$ cat config.mk
export PLATFORM = sky130hd
export DESIGN_NAME = mem_arbiter
export DESIGN_NICKNAME = d
export VERILOG_FILES = /design/src/rtl/mem_arbiter.sv
export SDC_FILE = /design/constraint.sdc
export NUM_CORES = 1
export LEC_CHECK = 0
export CAP_MARGIN = 25
export CORE_ASPECT_RATIO = 1.4
export CORE_MARGIN = 2
export CORE_UTILIZATION = 36
export DETAILED_ROUTE_END_ITERATION = 8
export PLACE_DENSITY = 0.79
export SKIP_LAST_GASP = 1
export SYNTH_ARGS = -nofsm -noshare
export SYNTH_HDL_FRONTEND = slang
export SYNTH_SLANG_ARGS = --single-unit
$ cat constraint.sdc
create_clock -name clk -period 1.7 [get_ports clk]
set_clock_uncertainty 0.15 [all_clocks]
set_input_delay 0.255 -clock clk [delete_from_list [all_inputs] [get_ports clk]]
set_output_delay 0.255 -clock clk [all_outputs]
set_load 0.01 [all_outputs]
$ cat src/rtl/mem_arbiter.sv
// Round-robin arbiter sharing one single-port data RAM between the CPU
// load/store unit (port 0) and the UART program loader (port 1).
module mem_arbiter #(
  parameter int ADDR_W  = 16,
  parameter int DATA_W  = 32,
  parameter int MEM_LAT = 1
) (
  input  logic              clk,
  input  logic              reset,
  input  logic              m0_req,
  input  logic              m0_we,
  input  logic [ADDR_W-1:0] m0_addr,
  input  logic [DATA_W-1:0] m0_wdata,
  output logic              m0_gnt,
  output logic              m0_rvalid,
  output logic [DATA_W-1:0] m0_rdata,
  input  logic              m1_req,
  input  logic              m1_we,
  input  logic [ADDR_W-1:0] m1_addr,
  input  logic [DATA_W-1:0] m1_wdata,
  output logic              m1_gnt,
  output logic              m1_rvalid,
  output logic [DATA_W-1:0] m1_rdata,
  output logic              mem_en,
  output logic              mem_we,
  output logic [ADDR_W-1:0] mem_addr,
  output logic [DATA_W-1:0] mem_wdata,
  input  logic [DATA_W-1:0] mem_rdata,
  output logic              busy,
  output logic [1:0]        o_dbg_state
);

  // Handshake: a requester holds req and its fields until gnt; gnt is a
  // same-cycle accept (only in IDLE) and req must drop the following cycle or
  // it counts as a new request. rvalid is a one-cycle completion pulse with no
  // backpressure; rdata holds its value afterwards.

  localparam int CNT_W = (MEM_LAT > 1) ? $clog2(MEM_LAT) : 1;
  localparam logic [CNT_W-1:0] CNT_INIT = CNT_W'(MEM_LAT - 1);

  typedef enum logic [1:0] {IDLE, ISSUE, WAIT, RESP} state_t;

  state_t            r_state;
  state_t            w_next;
  logic              w_gnt0;
  logic              w_gnt1;
  logic              r_owner;
  logic              r_last;
  logic              r_we;
  logic [CNT_W-1:0]  r_cnt;
  logic              r_mem_en;
  logic              r_mem_we;
  logic [ADDR_W-1:0] r_mem_addr;
  logic [DATA_W-1:0] r_mem_wdata;
  logic              r_rvalid0;
  logic              r_rvalid1;
  logic [DATA_W-1:0] r_rdata0;
  logic [DATA_W-1:0] r_rdata1;

  // On a tie the port that did not win last time gets the grant.
  always_comb begin
    w_gnt0 = 1'b0;
    w_gnt1 = 1'b0;
    w_next = r_state;
    case (r_state)
      IDLE: begin
        if (reset) begin
          if (m0_req && (!m1_req || r_last)) w_gnt0 = 1'b1;
          else if (m1_req)                   w_gnt1 = 1'b1;
        end
        if (w_gnt0 || w_gnt1) w_next = ISSUE;
      end
      ISSUE:   w_next = WAIT;
      WAIT:    if (r_cnt == '0) w_next = RESP;
      RESP:    w_next = IDLE;
      default: w_next = IDLE;
    endcase
  end

  always_ff @(posedge clk or negedge reset) begin
    if (!reset) begin
      r_state     <= IDLE;
      r_owner     <= 1'b0;
      r_last      <= 1'b1;
      r_we        <= 1'b0;
      r_cnt       <= '0;
      r_mem_en    <= 1'b0;
      r_mem_we    <= 1'b0;
      r_mem_addr  <= '0;
      r_mem_wdata <= '0;
      r_rvalid0   <= 1'b0;
      r_rvalid1   <= 1'b0;
      r_rdata0    <= '0;
      r_rdata1    <= '0;
    end else begin
      r_state     <= w_next;
      r_mem_en    <= 1'b0;
      r_mem_we    <= 1'b0;
      r_mem_addr  <= '0;
      r_mem_wdata <= '0;
      r_rvalid0   <= 1'b0;
      r_rvalid1   <= 1'b0;
      case (r_state)
        IDLE: begin
          if (w_gnt0 || w_gnt1) begin
            r_owner     <= w_gnt1;
            r_last      <= w_gnt1;
            r_we        <= w_gnt1 ? m1_we : m0_we;
            r_mem_en    <= 1'b1;
            r_mem_we    <= w_gnt1 ? m1_we : m0_we;
            r_mem_addr  <= w_gnt1 ? m1_addr : m0_addr;
            r_mem_wdata <= w_gnt1 ? m1_wdata : m0_wdata;
          end
        end
        ISSUE: r_cnt <= CNT_INIT;
        WAIT: begin
          if (r_cnt == '0) begin
            // Writes complete with zero data so rdata never leaks stale loads.
            if (r_owner) begin
              r_rvalid1 <= 1'b1;
              r_rdata1  <= r_we ? '0 : mem_rdata;
            end else begin
              r_rvalid0 <= 1'b1;
              r_rdata0  <= r_we ? '0 : mem_rdata;
            end
          end else begin
            r_cnt <= r_cnt - 1'b1;
          end
        end
        default: ;
      endcase
    end
  end

  assign m0_gnt      = w_gnt0;
  assign m1_gnt      = w_gnt1;
  assign m0_rvalid   = r_rvalid0;
  assign m1_rvalid   = r_rvalid1;
  assign m0_rdata    = r_rdata0;
  assign m1_rdata    = r_rdata1;
  assign mem_en      = r_mem_en;
  assign mem_we      = r_mem_we;
  assign mem_addr    = r_mem_addr;
  assign mem_wdata   = r_mem_wdata;
  assign busy        = (r_state != IDLE);
  assign o_dbg_state = r_state;

endmodule

Yosys cells after proc, flatten, opt, wreduce, memory -nomap -nowiden
Cells that the tools add are included.
{ "op_classes": {"n_addsub": 1, "reduce_logical": 12, "eq_ne": 5, "n_mux": 32, "bitwise_logic": 2} }
{ "ops": {"columns": ["op", "count"], "rows": [
  ["$mux 32", 4],
  ["$mux 16", 3],
  ["$mux 1", 21],
  ["$pmux 2 s4", 1],
  ["$reduce_and 3->1", 2],
  ["$eq 2x2->1 const B", 2],
  ["$mux 2", 2],
  ["$ne 2x2->1 const B", 2],
  ["$reduce_and 2->1", 2],
  ["$reduce_bool 2->1", 2],
  ["$logic_or 1x1->1", 3],
  ["$eq 2x1->1 const B", 1],
  ["$logic_not 2->1", 1],
  ["$not 1->1", 2],
  ["$pmux 1 s2", 1],
  ["$logic_and 1x1->1", 1],
  ["$logic_not 1->1", 1],
  ["$sub 1x1->1 const B", 1]
]} }
{ "totals": {"reg_bits": 122, "elab_cells": 65, "input_bits": 134} }

Logic depth before layout (Yosys ltp)
{ "logic_depth": {"word_depth": 10, "depth_mapped": 9} }

Worst setup path before layout
OpenSTA, ideal clock, no wires.
{ "synth_timing": {"kind": "register -> register", "start": "register r_state[0], in the netlist o_dbg_state[0]", "end": "register r_we", "arrival_ns": 1.473, "setup_slack_ns": -0.047, "required_time_ns": 1.426, "stages_incl_launch_ff": 8, "synth_period_minus_slack_ns": 1.747, "path_cell_list": "dfrtp_1 -> inv_1 -> ha_1 -> buf_4 -> and3_1 -> buf_4 -> and3_1 -> a211o_1"} }
{ "synth_via": {"elab_chain_len": 4} }
{ "synth_lines": {"columns": ["element", "line_no", "rtl"], "rows": [
  ["start: declaration", "43", "state_t r_state;"],
  ["start signal: assignment", "96", "r_state <= w_next;"],
  ["$logic_not 2->1 *", "65, 103", null],
  ["$mux 1", "65", "case (r_state)"],
  ["$logic_or 1x1->1", "105", "if (w_gnt0 || w_gnt1) begin"],
  ["$reduce_and 2->1 (no source line)", null, null],
  ["end signal: assignment", "108", "r_we <= w_gnt1 ? m1_we : m0_we;"],
  ["end: declaration", "49", "logic r_we;"]
]} }
Every way passes the cells marked *; elsewhere a longest branch is shown, timed or not.
A chain may end at the register's enable or synchronous reset.

Final worst setup path
{ "layout_timing": {"start": "register r_last", "end": "output m1_gnt"} }
{ "layout_via": {"elab_chain_len": 6} }
{ "layout_lines": {"columns": ["element", "line_no", "rtl"], "rows": [
  ["start: declaration", "48", "logic r_last;"],
  ["start signal: assignment", "107", "r_last <= w_gnt1;"],
  ["$logic_or 1x1->1", "68", "if (m0_req && (!m1_req || r_last)) w_gnt0 = 1'b1;"],
  ["$logic_and 1x1->1", "68", null],
  ["$mux 1", "68", null],
  ["$mux 1", "67", "if (reset) begin"],
  ["$mux 1 (2 in series)", "65", null],
  ["end: declaration", "21", "output logic m1_gnt,"]
]} }
No other way between the ends. The select of a mux whose other input is x is not followed.

==> impl_metrics.csv <==
group,metric,value,unit
sta,final.setup.worst_slack,-0.104,ns
route,drt.antenna.violating_nets,0,
clock_network,cts_sinks,121,
hold_path,worstHoldPathCells,3,
route,wl_per_cell,17.2,um
outcome,failed_checks,"setup timing",
hold_path,hold_class,"in2reg",
sta,period_minus_slack,1.80,ns
placed_design,dp_slack,-0.342,ns
final_layout,regArea,0.00303,mm2
logic_synthesis,syn_inst,499,
final_layout,area_growth_syn_to_layout,73.7,%
sta,finalHoldViolations,0,
placed_design,place_area,0.00794,mm2
pwr,peakVddDrop,0.000705,V
logic_synthesis,synth_area_leaders,"dfrtp_1, o21ai_0, nand2_1",
final_layout,drive_above_1_share,0.188,
grt,grt_pass1_wl,25.3,mm
grt,grt_pass1_vias,5131,
final_layout,multiInputGateArea,0.00194,mm2
clock_network,clkTransAtPathRegs,0.06,ns
pwr,power_density,1400,mW/mm2
sta,final-setup-viol-count,40,
sta,relSlewSlack,0.620,
logic_synthesis,synth_top_area_frac,0.589,
route,drt-pass1-iter-count,4,
final_layout,final_area,0.00885,mm2
critical_path,cp.required,1.29,ns
clock_network,insertion_delay,0.40,ns
critical_path,worst_setup_path_end_kind,"output pin",
clock_network,clockBufferDepth,2,
floorplan,rows,51,
placed_design,gp_congestion,0.786,
clock_network,cts_root_buffer,"clkbuf_16",
logic_synthesis,ys_seq_area_frac,0.594,
route,postRouteWirelength,16.6,mm
logic_synthesis,ys.warnings.count,0,
floorplan,die_x,105,um
grt,grt_usage,0.212,
route,drt-initial-drc-count,104,
pwr,power.leakage,4.56,nW
sta,slew_violations,0,
logic_synthesis,synth_top_area_cell,"dfrtp_1",
grt,grt.overflow.total,0,
sta,rsz0062_at_grt,"yes",
placed_design,dp_cells,920,
sta,worst_pin_slew,0.570,ns
critical_path,worstPathArrival,1.40,ns
outcome,status,"complete, but fails checks",
route,route.vias.total,4862,
clock_network,cts_tree,"built",
floorplan,die_area,0.0151,mm2
logic_synthesis,synth_nets,635,
final_layout,fill_cells,1103,
critical_path,path_max_fanout,3,
route,drc,0,
critical_path,ff2ff_setup_slack,-0.09,ns
critical_path,startpoint_type,"flop",
logic_synthesis,synth_cell_type_count,28,
floorplan,ios,255,
grt,antenna_found_initial,0,
sta,fmax,0.554,GHz
clock_network,h-tree-depth,4,
logic_synthesis,synthesis.area,0.00510,mm2
final_layout,fin_nets,905,
placed_design,port_buffers,254,
job,drv_cap,0,
route,viasPerCell,5.03,
floorplan,die_y,145,um
sta,min_period_over_period,1.06,
critical_path,reg2regPathDepth,8,
clock_network,cts_inserted_buffers,17,
sta,setup_tns,-2.06,ns
final_layout,instances_no_fill,967,
pwr,total_power,12.4,mW
critical_path,criticalPathCategory,"reg2out",
placed_design,place_hpwl,11.0,mm
logic_synthesis,avgSynthCellArea,10.2,um2
logic_synthesis,ys_seq_elements,121,
final_layout,antenna_cells,0,
floorplan,start_util,0.368,
grt,grt_max_degree,111,
floorplan,coreArea,0.0138,mm2
## area by class of cell
type                    count  share of cell area
well taps                 185              0.0261
repair buffers            295               0.347
flip-flops and latches    121               0.342
clock inverters            13              0.0110
inverters                   8             0.00339
clock buffers              19              0.0500
multi-input cells         326               0.220
## path summary, 6_finish.rpt
check / from / endpoint
max: r_last$_DFFE_PN1P_ / m1_gnt
min: m1_wdata[20] / mem_wdata[20]$_DFF_PN0_
max reg2reg: o_dbg_state[0]$_DFFE_PN0P_ / mem_addr[4]$_DFF_PN0_
min reg2reg: m1_rdata[19]$_DFFE_PN0P_ / m1_rdata[19]$_DFFE_PN0P_
max in group asynchronous: reset / mem_wdata[1]$_DFF_PN0_
min in group asynchronous: reset / mem_wdata[30]$_DFF_PN0_
## state kept, by name, indices dropped and copies added, names as in the netlist
name,cells
m1_rdata,32
r_last,1
o_dbg_state,2
mem_we,1
mem_wdata,32
m0_rvalid,1
mem_addr,16
r_we,1
m0_rdata,32
r_owner,1
m1_rvalid,1
mem_en,1
## stage by stage
step	util	hold slack, ns
detailed placement	0.574	0.123
global placement	0.574	0.125
global route	0.639	0.242
floorplan	-	-0.191
CTS	0.620	0.236
finish	0.639	0.253
## layer usage
layer  routed length, um  vias up  GRT usage
li1                    -     2244          -
met1                6050     2350      0.219
met2                8930      235      0.396
met3                1220       33     0.0739
met4                 402        0     0.0811
met5                   0        -          0
## report_power, final
group	leakage, nW	internal, mW	switching, mW	total, mW
registers	1.60	3.74	0.511	4.26
logic	2.71	2.32	2.57	4.89
clock network	0.256	1.91	1.31	3.22
## cells in the final DEF (no fill, tap or decap), types with 19 or more instances in the layout
cell type / instances
a21oi_2: 38
buf_4: 21
clkbuf_16: 19
clkdlybuf4s50_1: 133
dfrtp_1: 119
dlygate4sd2_1: 81
dlymetal6s2s_1: 36
nand2_1: 65
nand2b_1: 32
nand3_1: 28
nand3_2: 20
o21ai_0: 102
## kinds of logic after synthesis
family,count (synthesis),share of synthesized area
buf+inv,52,0.0496
simple gates,155,0.165
mux,1,0.00221
flops,121,0.594
fa+ha+maj,2,0.00491
compound gates,168,0.184
## critical path, cell delays in order (launching register included)
cell and delay (ns):
dfstp_2 0.57, and2_1 0.24, nor2_4 0.06, buf_6 0.12
## cell usage after synthesis, drive strengths merged
cell,n
o2111ai,1
a21o,2
inv,8
nand2b,33
buf,19
dfstp,1
nand2,67
mux2,1
and2,1
a31oi,1
nor2,2
clkbuf,25
o21ai,113
and3,2
or2,1
o211a,1
dfrtp,120
a21oi,48
nand3,49
a211o,1
o211ai,1
ha,2
## repair_timing
item / in CTS / in global routing
endpoints found under the setup margin: 133 / 121
gates cloned: 3 / 2
hold buffers: 3 / 0
gates resized for setup: 117 / 62
buffers inserted: 4 / 3
pin swaps: 1 / 2
endpoints found under the hold margin: 121 / 0
No activity file was read; power rests on OpenSTA's default activity.
